==> src/rtl/mux_scan_sequencer_pkg.sv <==
// Shared constants and state encoding for the 8:1 mux scan sequencer.
package mux_scan_pkg;
  localparam int unsigned NUM_CH = 8;
  localparam int unsigned SEL_W  = 3;
  localparam int unsigned CNT_W  = 8;

  typedef enum logic [1:0] {
    IDLE   = 2'd0,
    SETTLE = 2'd1,
    HOLD   = 2'd2
  } state_t;
endpackage

==> src/rtl/mux_scan_sequencer_if.sv <==
// Mux select/sample and word valid/ready signals between sequencer and its surroundings.
interface mux_scan_sequencer_if;
  import mux_scan_pkg::*;

  logic              start;
  logic              mux_y;
  logic [SEL_W-1:0]  sel;
  logic              busy;
  logic [NUM_CH-1:0] word;
  logic              valid;
  logic              ready;

  modport master (input start, mux_y, ready, output sel, busy, word, valid);
  modport slave  (output start, mux_y, ready, input sel, busy, word, valid);
endinterface

==> src/rtl/mux_scan_sequencer_dwell_timer.sv <==
// Dwell counter: counts enabled cycles and flags the last cycle of each dwell window.
module scan_dwell_timer
  import mux_scan_pkg::*;
#(
  parameter int unsigned DWELL = 4
) (
  input  logic clk,
  input  logic rst_n,
  input  logic i_clr,
  input  logic i_en,
  output logic o_done_c
);

  localparam logic [CNT_W-1:0] LAST = CNT_W'(DWELL - 1);

  logic [CNT_W-1:0] r_count;

  assign o_done_c = i_en & (r_count == LAST);

  // Self-clearing on done so the next channel starts a fresh window.
  always_ff @(posedge clk or negedge rst_n) begin
    if (!rst_n) begin
      r_count <= '0;
    end else if (i_clr || o_done_c) begin
      r_count <= '0;
    end else if (i_en) begin
      r_count <= r_count + CNT_W'(1);
    end
  end

endmodule

==> src/rtl/mux_scan_sequencer.sv <==
// Steps the 8:1 mux select, samples Y per channel after a dwell, and hands the
// assembled word to the consumer over valid/ready.
module mux_scan_sequencer
  import mux_scan_pkg::*;
#(
  parameter int unsigned DWELL      = 4,
  parameter bit          CONTINUOUS = 1'b0
) (
  input  logic                 clk,
  input  logic                 rst_n,
  mux_scan_sequencer_if.master bus
);

  localparam logic [SEL_W-1:0] LAST_CH = SEL_W'(NUM_CH - 1);

  state_t            r_state, w_state_nxt;
  logic [SEL_W-1:0]  r_sel, w_sel_nxt;
  logic [NUM_CH-1:0] r_cap, w_cap_nxt;
  logic [NUM_CH-1:0] r_word, w_word_nxt;
  logic              r_valid, w_valid_nxt;
  logic              r_busy, w_busy_nxt;
  logic              w_tmr_clr, w_tmr_en, w_done_c;
  logic [NUM_CH-1:0] w_cap_upd;

  scan_dwell_timer #(.DWELL(DWELL)) u_timer (
    .clk      (clk),
    .rst_n    (rst_n),
    .i_clr    (w_tmr_clr),
    .i_en     (w_tmr_en),
    .o_done_c (w_done_c)
  );

  always_ff @(posedge clk or negedge rst_n) begin
    if (!rst_n) begin
      r_state <= IDLE;
      r_sel   <= '0;
      r_cap   <= '0;
      r_word  <= '0;
      r_valid <= 1'b0;
      r_busy  <= 1'b0;
    end else begin
      r_state <= w_state_nxt;
      r_sel   <= w_sel_nxt;
      r_cap   <= w_cap_nxt;
      r_word  <= w_word_nxt;
      r_valid <= w_valid_nxt;
      r_busy  <= w_busy_nxt;
    end
  end

  always_comb begin
    w_state_nxt = r_state;
    w_sel_nxt   = r_sel;
    w_cap_nxt   = r_cap;
    w_word_nxt  = r_word;
    w_valid_nxt = r_valid;
    w_tmr_clr   = 1'b0;
    w_tmr_en    = 1'b0;
    w_cap_upd   = r_cap;
    w_cap_upd[r_sel] = bus.mux_y;

    case (r_state)
      IDLE: begin
        w_sel_nxt = '0;
        if (bus.start) begin
          w_state_nxt = SETTLE;
          w_tmr_clr   = 1'b1;
        end
      end
      SETTLE: begin
        w_tmr_en = 1'b1;
        if (w_done_c) begin
          w_cap_nxt = w_cap_upd;
          // Last channel goes straight to the output so valid lands on its sample edge.
          if (r_sel == LAST_CH) begin
            w_state_nxt = HOLD;
            w_word_nxt  = w_cap_upd;
            w_valid_nxt = 1'b1;
          end else begin
            w_sel_nxt = r_sel + SEL_W'(1);
          end
        end
      end
      HOLD: begin
        if (r_valid && bus.ready) begin
          w_valid_nxt = 1'b0;
          w_sel_nxt   = '0;
          if (CONTINUOUS) begin
            w_state_nxt = SETTLE;
            w_tmr_clr   = 1'b1;
          end else begin
            w_state_nxt = IDLE;
          end
        end
      end
      default: begin
        w_state_nxt = IDLE;
        w_sel_nxt   = '0;
        w_valid_nxt = 1'b0;
      end
    endcase

    w_busy_nxt = (w_state_nxt != IDLE);
  end

  assign bus.sel   = r_sel;
  assign bus.busy  = r_busy;
  assign bus.word  = r_word;
  assign bus.valid = r_valid;

endmodule

==> src/flat_wrapper.sv <==
// flat-port wrapper written by rule: the top's interface ports become plain ports
module mux_scan_sequencer_flat import mux_scan_pkg::*;
#(
  parameter int unsigned DWELL      = 4,
  parameter bit          CONTINUOUS = 1'b0
)
  (clk, rst_n, bus_start, bus_mux_y, bus_ready, bus_sel, bus_busy, bus_word, bus_valid);
  mux_scan_sequencer_if bus_i ();
  input  logic clk;
  input  logic rst_n;
  input wire logic [$bits(bus_i.start)-1:0] bus_start;
  input wire logic [$bits(bus_i.mux_y)-1:0] bus_mux_y;
  input wire logic [$bits(bus_i.ready)-1:0] bus_ready;
  output wire logic [$bits(bus_i.sel)-1:0] bus_sel;
  output wire logic [$bits(bus_i.busy)-1:0] bus_busy;
  output wire logic [$bits(bus_i.word)-1:0] bus_word;
  output wire logic [$bits(bus_i.valid)-1:0] bus_valid;
  assign bus_i.start = bus_start;
  assign bus_i.mux_y = bus_mux_y;
  assign bus_i.ready = bus_ready;
  assign bus_sel = bus_i.sel;
  assign bus_busy = bus_i.busy;
  assign bus_word = bus_i.word;
  assign bus_valid = bus_i.valid;
  mux_scan_sequencer #(.DWELL(DWELL), .CONTINUOUS(CONTINUOUS)) u_core (.clk(clk), .rst_n(rst_n), .bus(bus_i));
endmodule
==> config.mk <==
export PLATFORM = sky130hd
export DESIGN_NAME = mux_scan_sequencer_flat
export DESIGN_NICKNAME = d
export VERILOG_FILES = /design/src/rtl/mux_scan_sequencer_pkg.sv /design/src/rtl/mux_scan_sequencer_if.sv /design/src/rtl/mux_scan_sequencer_dwell_timer.sv /design/src/rtl/mux_scan_sequencer.sv /design/src/flat_wrapper.sv
export SDC_FILE = /design/constraint.sdc
export NUM_CORES = 1
export LEC_CHECK = 0
export ABC_AREA = 1
export CORE_ASPECT_RATIO = 2
export CORE_UTILIZATION = 40
export CTS_CLUSTER_DIAMETER = 120
export CTS_CLUSTER_SIZE = 24
export DETAILED_ROUTE_END_ITERATION = 16
export GPL_TIMING_DRIVEN = 0
export HOLD_SLACK_MARGIN = 0.12
export SETUP_SLACK_MARGIN = 0.2
export SLEW_MARGIN = 20
export SYNTH_ARGS = -nofsm -noshare
export SYNTH_HDL_FRONTEND = slang
export SYNTH_SLANG_ARGS = --single-unit
==> constraint.sdc <==
create_clock -name clk -period 1.5 [get_ports clk]
set_input_delay 0.15 -clock clk [delete_from_list [all_inputs] [get_ports clk]]
set_output_delay 0.15 -clock clk [all_outputs]
set_load 0.05 [all_outputs]
Word-level counts from Yosys, hierarchy flattened
Index checks and enable logic that the tools add are counted.
Operators by class
  add/subtract/negate cells: 2
  order comparisons: 2
  equality and inequality tests: 8
  multiplexer cells: 21
  bitwise logic cells: 2
  reduce and logical (&&, ||, !) cells: 10
Operator list (number)
  $mux W8: 2
  $mux W3: 3
  $add A8 B1 Y8 const B: 1
  $bwmux W8: 1
  $eq A8 B2 Y1 const B: 1
  $mux W2: 4
  $mux W1: 7
  $pmux W2 S3: 1
  $pmux W3 S2: 1
  $reduce_and A3 Y1: 2
  $lt A3 B4 Y1 const B: 1
  $ne A2 B1 Y1 const B: 2
  $ne A2 B2 Y1 const B: 2
  $reduce_and A4 Y1: 1
  $reduce_bool A2 Y1: 2
  $add A3 B1 Y3 const B: 1
  $demux W1 S3: 1
  $eq A3 B3 Y1 const B: 1
  $ge A3 B1 Y1 const B: 1
  $pmux W1 S3: 1
  $eq A2 B1 Y1 const B: 1
  $eq A2 B2 Y1 const B: 1
  $logic_and A1 B1 Y1: 2
  $logic_not A2 Y1: 1
  4 further kinds: 4
Storage, ports and cells
  bits in registers: 31
  output and inout bits: 13
  word-level logic and storage cells: 52

Longest topological paths before layout
Gate-level depths: netlist of the first run.
  depth after elaboration: 6
  depth in mapped cells: 8

Modules after synthesis
From an unflattened synthesis of the first run, not the netlist that was laid out.
Second synthesis, totals
  cells, all modules: 216
  area, all modules: 1691.6 µm²
By module, submodules not included
  mux_scan_sequencer: times used 1, cells each 147, area each 1189.9 µm², seq. area each 575.6 µm²
  scan_dwell_timer: times used 1, cells each 69, area each 501.7 µm², seq. area each 200.2 µm²

Worst setup path after synthesis of the first run
No wires, ideal clock.
  path kind: register to register
  start point: register u_core.r_sel[0], in the netlist u_core.bus.sel[0]
  end point: register u_core.r_sel[0], in the netlist u_core.bus.sel[0]
  arrival: 1719 ps
  data required time: 1380 ps
  setup slack: -339 ps
  stages on the path, launching flop included: 9
  clock period less this slack: 1839 ps
  path through: dfrtp_1 -> ha_1 -> ha_1 -> inv_1 -> nor2_1 -> a31oi_1 -> nand2_2 -> nand2_1 -> nand2_1
Between the ends
  cells in the longest elaborated chain, start to end: 4
  elaborated cells between the ends (all ways): 7
  those cells by class: 1 x add/sub; 2 x eq/ne; 3 x mux; 1 x reduce/logical
RTL lines
  from (decl): line mux_scan_sequencer.sv:17  | logic [SEL_W-1:0] r_sel, w_sel_nxt;
  from (signal assigned): line mux_scan_sequencer.sv:43  | r_sel <= w_sel_nxt;
  $add A3 B1 Y3: line mux_scan_sequencer.sv:80  | w_sel_nxt = r_sel + SEL_W'(1);
  $mux W3: line mux_scan_sequencer.sv:75  | if (r_sel == LAST_CH) begin
  $mux W3: line mux_scan_sequencer.sv:72  | if (w_done_c) begin
  $pmux W3 S2: line mux_scan_sequencer.sv:62  | case (r_state)
Parallel ways exist; a longest one is shown, timed or not. The select of a mux whose other input is x is not followed.
A chain may end at the register's enable or synchronous reset.

Worst setup path after layout of the first run
  start point: register u_core.u_timer.r_count[1]
  end point: register u_core.r_cap[4]
Between the ends
  cells in the longest elaborated chain, start to end: 3
RTL lines
  from (decl): line mux_scan_sequencer_dwell_timer.sv:16  | logic [CNT_W-1:0] r_count;
  from (signal assigned): line mux_scan_sequencer_dwell_timer.sv:27  | r_count <= r_count + CNT_W'(1);
  $eq A8 B2 Y1: line mux_scan_sequencer_dwell_timer.sv:18  | assign o_done_c = i_en & (r_count == LAST);
  $and A1 B1 Y1: line mux_scan_sequencer_dwell_timer.sv:18
  $reduce_and A2 Y1 (no source line)
  to (signal assigned): line mux_scan_sequencer.sv:44  | r_cap <= w_cap_nxt;
  to (decl): line mux_scan_sequencer.sv:18  | logic [NUM_CH-1:0] r_cap, w_cap_nxt;
Every way passes these cells.

==> results of run 1 <==
-- cell families after synthesis --
kind of cell | after synthesis
xor+xnor | 4
compound gates | 18
fa+ha+maj | 3
buf+inv | 23
simple gates | 122
flops | 31
-- layout by cell type, fill, tap and decap left out, drive strengths merged --
cell type      count
xor2               4
inv               20
ha                 3
clkbuf            11
dlygate4sd3        1
a31oi              1
clkinv             4
nand2             86
o21ai             14
nand4              3
clkdlybuf4s15      7
dfrtp             31
clkdlybuf4s50      3
buf               31
nand3             19
nor2              15
nor3               1
a21oi              3
bufinv             1
-- flip-flops by register name (all words and copies together) (netlist names) --
register / cells
u_core.r_state: 2
u_core.bus.sel: 3
u_core.bus.valid: 1
u_core.u_timer.r_count: 8
u_core.bus.busy: 1
u_core.bus.word: 8
u_core.r_cap: 8
-- area by class of cell --
class	instances	share of cell area [%]
inverter	22	4.51
timing repair buffer	46	17.8
sequential	31	32.0
multi-input combinational	149	37.4
clock inverter	2	1.43
timing repair inverter	1	0.205
clock buffer	6	3.38
tap	51	2.61
buffer	1	0.614
-- critical path: stages, from the launching register on --
cell	delay, ps
dfrtp_1	360
ha_2	200
inv_2	50
nor2_4	150
nand3_4	150
buf_4	160
buf_4	120
clkinv_2	60
nand2_1	50
nand2_1	70
-- worst paths after layout --
path                                      startpoint            endpoint  slack, ps  cells past startpoint
setup / recovery           u_core.u_timer.r_count[1]     u_core.r_cap[4]         50                      9
hold / removal                                 rst_n     u_core.bus.busy        240                      2
setup reg to reg           u_core.u_timer.r_count[1]     u_core.r_cap[4]         50                      9
hold reg to reg                   u_core.bus.word[4]  u_core.bus.word[4]        480                      2
max in group asynchronous                      rst_n  u_core.bus.word[3]        850                      3
min in group clk                  u_core.bus.word[4]  u_core.bus.word[4]        480                      2
-- metrics by stage --
step,instance area [sq um],power (W)
final,2440,0.00431
after detailed placement,1890,0.00280
after global routing,2440,0.00457
after floorplan,1640,0.00241
after CTS,2290,0.00401
after global placement,1870,0.00277
-- repair_timing --
action,CTS,global route
resized for setup,56,40
cloned,4,0
setup endpoints to repair,44,37
hold buffers,1,0
buffers inserted,17,9
pin swaps,9,10
endpoints found under the hold margin,31,0
-- power by group --
part	internal [W]	switching (W)
logic	0.000853	0.00125
registers	0.00113	0.000211
clock network	0.000537	0.000333
total	0.00252	0.00179
-- synthesized netlist by cell type --
library cell  number  share of area, %
nand2_2            4               1.6
a31oi_1            1              0.39
nand2_4            1              0.71
o21ai_0           11               3.5
inv_2              5               1.2
a21oi_2            1              0.55
o21ai_1            3              0.94
nand3_2            1              0.63
nand4_1            3               1.2
a21oi_1            2              0.63
nand3_4            2               2.2
nor2_1            12               2.8
nand3_1           16               5.0
ha_1               3               2.4
nor2_2             2              0.79
clkinv_2           1              0.31
xor2_1             4               2.2
nor2_4             1              0.71
nand2_1           79                19
nor3_1             1              0.31
inv_1             16               3.8
dfrtp_1           31                49
buf_6              1              0.71
-- routing by layer --
metal,vias to the layer above,track usage (%)
met3,10,5.77
met2,26,39.5
li1,754,-
met5,-,0
met1,721,24.1
met4,0,12.5
==> flow_summary.ini, run 1 <==
[power_and_ir_drop]
p_leak_nw = 1.25
p_per_area_nw_per_um2 = 1760
peakVddDrop_mv = 1.18

[cells_and_area]
area_growth_syn_to_layout_pct = 53.8
ff_latch_area_sq_um = 782
drive_gt1_share_pct = 39.5
multiInputGateArea_sq_um = 915
fin_util_pct = 63.6
finalNonFillerCells = 309
fillers = 344
diodes = 0
nNetsFinal = 265

[route]
dr_wl_met2_mm = 2.57
drt-initial-drc-count = 31
detail-route-antenna-nets = 0
wl_per_cell_um = 14.3
via_count = 1511
vias_per_cell = 4.89
wl_mm = 4.43
met3WireLength_um = 100
drcViolationCount = 0
routed.top_layer = met4
dr.pass1.iters = 4
wl_met1_mm = 1.64

[sta]
max_freq_ghz = 0.692
slew_headroom_pct = 68.0
rsz0062_at_grt = true
maxSlewViolCount = 0
clock_skew_ps = 8.68
finalCritPeriodShare_pct = 96.4
worst_slack_ps = 54.7
worst-slew-pin-transition_ps = 481
holdWs_ps = 241
setup_violations = 0
finalCriticalPeriod_ps = 1450
setup_tns_ps = 0
final-hold-violation-count = 0

[floorplanning]
die_w_um = 46.6
start_util_pct = 41.3
io_pins = 18
die_area_sq_um = 4240
coreArea_sq_um = 3840
row_count = 32
die_y_um = 91.1

[global_routing]
grt_use_total_pct = 23.2
grt_max_degree = 24
grt_pass1_wl_mm = 6.96
overflow = 0
grt_pass1_vias = 1521
antenna_found_initial = 0

[clock_tree]
clockBufferDepth = 2
clk-insertion-delay-late_ps = 290
root_buffer = clkbuf_8
cts_tree = done
cts_sinks = 31
cts.clk_slew.worst_paths_ps = 70
cts_buffers = 5
htree_levels = 2

[run]
maxCapViolations = 0

[run_status]
outcome = finished, final reports clean

[setup_path]
path_class = reg -> reg
crit_fanout = 6
critPathLaunchType = register
cp_data_arrival_time_ps = 1670
crit_path_end_kind = register
required_ps = 1730

[logic_synthesis]
synth_seq_cells = 31
synthAdderAreaFrac_pct = 2.36
synthCells = 201
ys_warn_count = 0
synth_xor_area_share_pct = 2.20
yosysUniqueCellTypes = 23
synth_compound_area_share_pct = 5.98
synth_top_family_by_area = simple AND/OR/NAND/NOR gates
syn_area_per_cell_sq_um = 7.91
syn_nets = 209
synthMuxAreaShare_pct = 0
yosys.area_share.simple_pct = 34.6
syn_area_sq_um = 1590
synth_seq_area_share_pct = 48.8

[placement]
io_buffer_count = 17
gp_congestion = 0.777
dpl.cell_count = 270
post-place-ws_ps = -39.7
dpl.hpwl_mm = 2.64

[min_path]
min-delay-path-class = in -> async
Note: power is estimated with default switching activity, not from simulation.
==> run 2, diff against run 1 <==
- MAX_ROUTING_LAYER: unset -> met4
==> flow_summary.ini, run 2 (same netlist as run 1, synthesis figures left out) <==
[run_status]
outcome = finished, final reports clean

[sta]
finalCritPeriodShare_pct = 96.3
worst_slack_ps = 55.9
setup_violations = 0
slew_headroom_pct = 68.0
holdWs_ps = 246
final-hold-violation-count = 0
finalCriticalPeriod_ps = 1440
max_freq_ghz = 0.692
clock_skew_ps = 6.22
maxSlewViolCount = 0
rsz0062_at_grt = true
worst-slew-pin-transition_ps = 481

[cells_and_area]
drive_gt1_share_pct = 39.3
finalNonFillerCells = 308
final_common_cell = nand2_1
area_growth_syn_to_layout_pct = 53.3
fillers = 349
ff_latch_area_sq_um = 782
multiInputGateArea_sq_um = 915
diodes = 0
nNetsFinal = 264
fin_area_sq_um = 2440
mostFrequentLayoutCells = nand2_1, dfrtp_1, buf_4, nand3_1, inv_1

[placement]
gp_congestion = 0.787
post-place-ws_ps = -39.7
dpl.hpwl_mm = 2.64
placed_area_sq_um = 1890
dpl.cell_count = 270
io_buffer_count = 17

[min_path]
min-delay-path-class = in -> async

[route]
wl_per_cell_um = 14.3
vias_per_cell = 4.93
wl_met1_mm = 1.62
via_count = 1517
drcViolationCount = 0
drt-initial-drc-count = 38
routed.top_layer = met4
met3WireLength_um = 109
dr_wl_met2_mm = 2.56
detail-route-antenna-nets = 0
dr.pass1.iters = 4
wl_mm = 4.40

[floorplanning]
coreArea_sq_um = 3840
die_area_sq_um = 4240
die_w_um = 46.6
start_util_pct = 41.3
io_pins = 18
die_y_um = 91.1
row_count = 32

[setup_path]
crit_path_end_kind = register
cp_data_arrival_time_ps = 1620
critPathLaunchType = register
cp_slowest_cell = dfrtp_1
r2r_start = u_core.u_timer.r_count[1]
crit_top_cell = nand2_1
startpoint = u_core.u_timer.r_count[1]
slowest_delay_ps = 360
crit_fanout = 6
required_ps = 1680
path_class = reg -> reg
crit_chain = ha_2 -> inv_2 -> nor2_4 -> nand3_4 -> buf_4 -> buf_8 -> nand2_1 -> nand2_1

[global_routing]
grt_pass1_vias = 1520
overflow = 0
grt_pass1_wl_mm = 6.97
grt_max_degree = 24
antenna_found_initial = 0
grt_use_total_pct = 23.9

[power_and_ir_drop]
total_power_w = 0.00428
p_per_area_nw_per_um2 = 1760
peakVddDrop_mv = 1.23
p_leak_nw = 1.24

[clock_tree]
cts_sinks = 31
clockBufferDepth = 2
clk-insertion-delay-late_ps = 290
cts_tree = done
htree_levels = 2
cts.clk_slew.worst_paths_ps = 70
root_buffer = clkbuf_8
cts_buffers = 5

[run]
maxCapViolations = 0
## run 2: worst paths after layout
check                                     end  slack [ps]  cells past startpoint
min in group clk           u_core.bus.word[4]         480                      2
hold reg to reg            u_core.bus.word[4]         480                      2
max in group asynchronous  u_core.bus.word[3]         850                      3
setup / recovery              u_core.r_cap[1]          60                      8
hold / removal                u_core.bus.busy         250                      2
setup reg to reg              u_core.r_cap[1]          60                      8
## run 2: power by group
group	internal, W	switching, W
combinational	0.000840	0.00123
sequential	0.00113	0.000215
clock	0.000537	0.000324
## run 2: layout make-up
type                    count  share of cell area, %
clock buffers               6                   3.39
plain buffers               1                  0.616
repair inverters            1                  0.205
multi-input cells         149                   37.5
clock inverters             2                   1.44
inverters                  22                   4.52
flip-flops and latches     31                   32.1
repair buffers             45                   17.6
well taps                  51                   2.62
## run 2: through the flow
stage,setup TNS [ps],util [%]
global route,-145,63.4
floorplan,-7.28,-
CTS,0,59.5
detailed placement,-106,49.1
global placement,-12550,48.7
finish,0,63.4
## run 2: per-layer routing
metal  track usage, %  vias up
met5                -        -
met4             12.5        0
met3             5.77        9
met2             39.2       29
met1             24.6      725
li1                 -      754
## run 2: repair_timing
| item | in CTS | in global routing |
|---|---|---|
| gates cloned | 4 | 0 |
| hold buffers | 1 | 0 |
| pin swaps | 9 | 10 |
| setup endpoints to repair | 44 | 37 |
| gates resized for setup | 56 | 40 |
| setup buffers | 17 | 8 |
| hold endpoints to repair | 31 | 0 |
## run 2: worst max-delay path, delay by kind of cell, from the launching register on
family,cells,cell delay (ps)
simple gates,4,420
fa+ha+maj,1,200
buf+inv,3,340
flops,1,360
==> run 3, diff against run 2 <==
- CORE_MARGIN: unset -> 2
==> flow_summary.ini, run 3 (same netlist as run 1, synthesis figures left out) <==
[power_and_ir_drop]
p_leak_nw = 1.21
peakVddDrop_mv = 1.06
total_power_w = 0.00410
p_per_area_nw_per_um2 = 1720

[clock_tree]
htree_levels = 2
root_buffer = clkbuf_8
cts_tree = done
clk-insertion-delay-late_ps = 290
clockBufferDepth = 2
cts_sinks = 31
cts_buffers = 5
cts.clk_slew.worst_paths_ps = 70

[setup_path]
path_class = reg -> reg
critPathLaunchType = register
r2r_slack_ps = 80
reg2reg_depth = 8
crit_fanout = 4
cp_data_arrival_time_ps = 1600
required_ps = 1680
r2r_start = u_core.bus.sel[0]
crit_path_end_kind = register
r2r_end = u_core.bus.sel[1]

[run_status]
outcome = finished, final reports clean

[route]
wl_per_cell_um = 13.6
drcViolationCount = 0
dr.pass1.iters = 5
wl_mm = 4.12
drt-initial-drc-count = 15
vias_per_cell = 4.83
via_count = 1469
detail-route-antenna-nets = 0

[placement]
dpl.hpwl_mm = 2.72
io_buffer_count = 17
gp_congestion = 0.747

[cells_and_area]
fin_util_pct = 62.0
fillers = 359
area_growth_syn_to_layout_pct = 49.9
nNetsFinal = 260
drive_gt1_share_pct = 42.3
final_common_cell = nand2_1
mostFrequentLayoutCells = nand2_1, dfrtp_1, nand2_2, buf_4, nand3_1
diodes = 0

[global_routing]
grt_max_degree = 19
grt_use_total_pct = 20.5
overflow = 0
grt_pass1_vias = 1460
grt_pass1_wl_mm = 6.78
antenna_found_initial = 0

[floorplanning]
die_y_um = 93.1
io_pins = 18
die_area_sq_um = 4520
coreArea_sq_um = 3840
row_count = 32
die_w_um = 48.6
start_util_pct = 41.3

[sta]
maxSlewViolCount = 0
max_freq_ghz = 0.702
finalCriticalPeriod_ps = 1420
worst-slew-pin-transition_ps = 482
slew_headroom_pct = 68.0
finalCritPeriodShare_pct = 95.0
rsz0062_at_grt = true
setup_violations = 0
clock_skew_ps = 7.12
final-hold-violation-count = 0

[min_path]
min-delay-path-class = in -> async

[run]
maxCapViolations = 0
==> run 3: changes by cell type in the layout (fill, tap and decap cells not counted), sizes merged <==
cell           previous run  this run
inv                      20        21
buf                      30        26
bufinv                    1         0
clkbuf                   11        13
clkdlybuf4s15             7         6
clkinv                    4         3
==> run 3: worst max-delay path: stages (launching register included) <==
cell and delay, ps:
dfrtp_4 510, ha_4 170, ha_4 160, clkinv_4 50
nor2_4 50, a31oi_4 170, nand2_2 80, nand2_1 70
nand2_1 50
==> run 3: per-stage QoR <==
step                      cell area, sq um  setup WS (ps)  hold slack [ps]  cells  TNS [ps]
after floorplan                       1640          -3.64             -146    201     -7.28
after global placement                1870           -618              462    269    -13180
after detailed placement              1890          -33.2             86.8    270     -74.0
after CTS                             2250           68.8              318    299         0
after global routing                  2380          -2.22              364    304     -2.22
final                                 2380           75.7              309    304         0
==> run 3: what timing repair did <==
item / 4_1_cts / 5_1_grt
gates cloned: 4 / 0
resized for setup: 58 / 48
endpoints found under the setup margin: 43 / 38
endpoints found under the hold margin: 31 / 0
hold buffers: 1 / 0
pin swaps: 13 / 22
setup buffers: 16 / 5
==> run 3: how the worst max path moves through the flow <==
| stage | startpoint | to | slack (ps) | cells past startpoint |
|---|---|---|---|---|
| 6_report | u_core.bus.sel[0] | u_core.bus.sel[1] | 80 | 8 |
| 5_1_grt | u_core.u_timer.r_count[0] | u_core.r_cap[3] | -2 | 9 |
| 4_1_cts | u_core.bus.sel[0] | bus_sel[0] | 70 | 1 |
| 3_5_place_dp | u_core.bus.sel[0] | u_core.bus.sel[1] | -30 | 8 |
| 3_3_place_gp | rst_n | u_core.bus.sel[0] | -620 | 1 |
| 2_1_floorplan | u_core.bus.sel[0] | u_core.bus.sel[1] | -4 | 8 |
==> run 3: where the power goes <==
part	total (W)	switching, W	leakage (nW)	internal [W]
logic	0.00206	0.00120	0.810	0.000856
registers	0.00136	0.000231	0.350	0.00113
clock network	0.000686	0.000316	0.0482	0.000370
==> run 3: layout make-up <==
| cell class | count | area (sq um) | area share [%] |
|---|---|---|---|
| buffer | 1 | 15.0 | 0.630 |
| clock inverter | 1 | 5.00 | 0.210 |
| sequential | 31 | 782 | 32.8 |
| timing repair buffer | 41 | 394 | 16.5 |
| timing repair inverter | 1 | 8.76 | 0.368 |
| multi-input combinational | 149 | 922 | 38.7 |
| inverter | 22 | 105 | 4.41 |
| clock buffer | 7 | 86.3 | 3.62 |
| tap | 51 | 63.8 | 2.68 |
==> run 3: layer usage <==
| layer | wire [um] | track usage, % | share of wire, % | vias up |
|---|---|---|---|---|
| met5 | 0 | - | 0 | - |
| met4 | 108 | 11.9 | 2.6 | 0 |
| met3 | 77 | 3.04 | 1.9 | 8 |
| met2 | 2420 | 38.3 | 59 | 18 |
| met1 | 1510 | 19.8 | 37 | 699 |
| li1 | - | - | - | 744 |
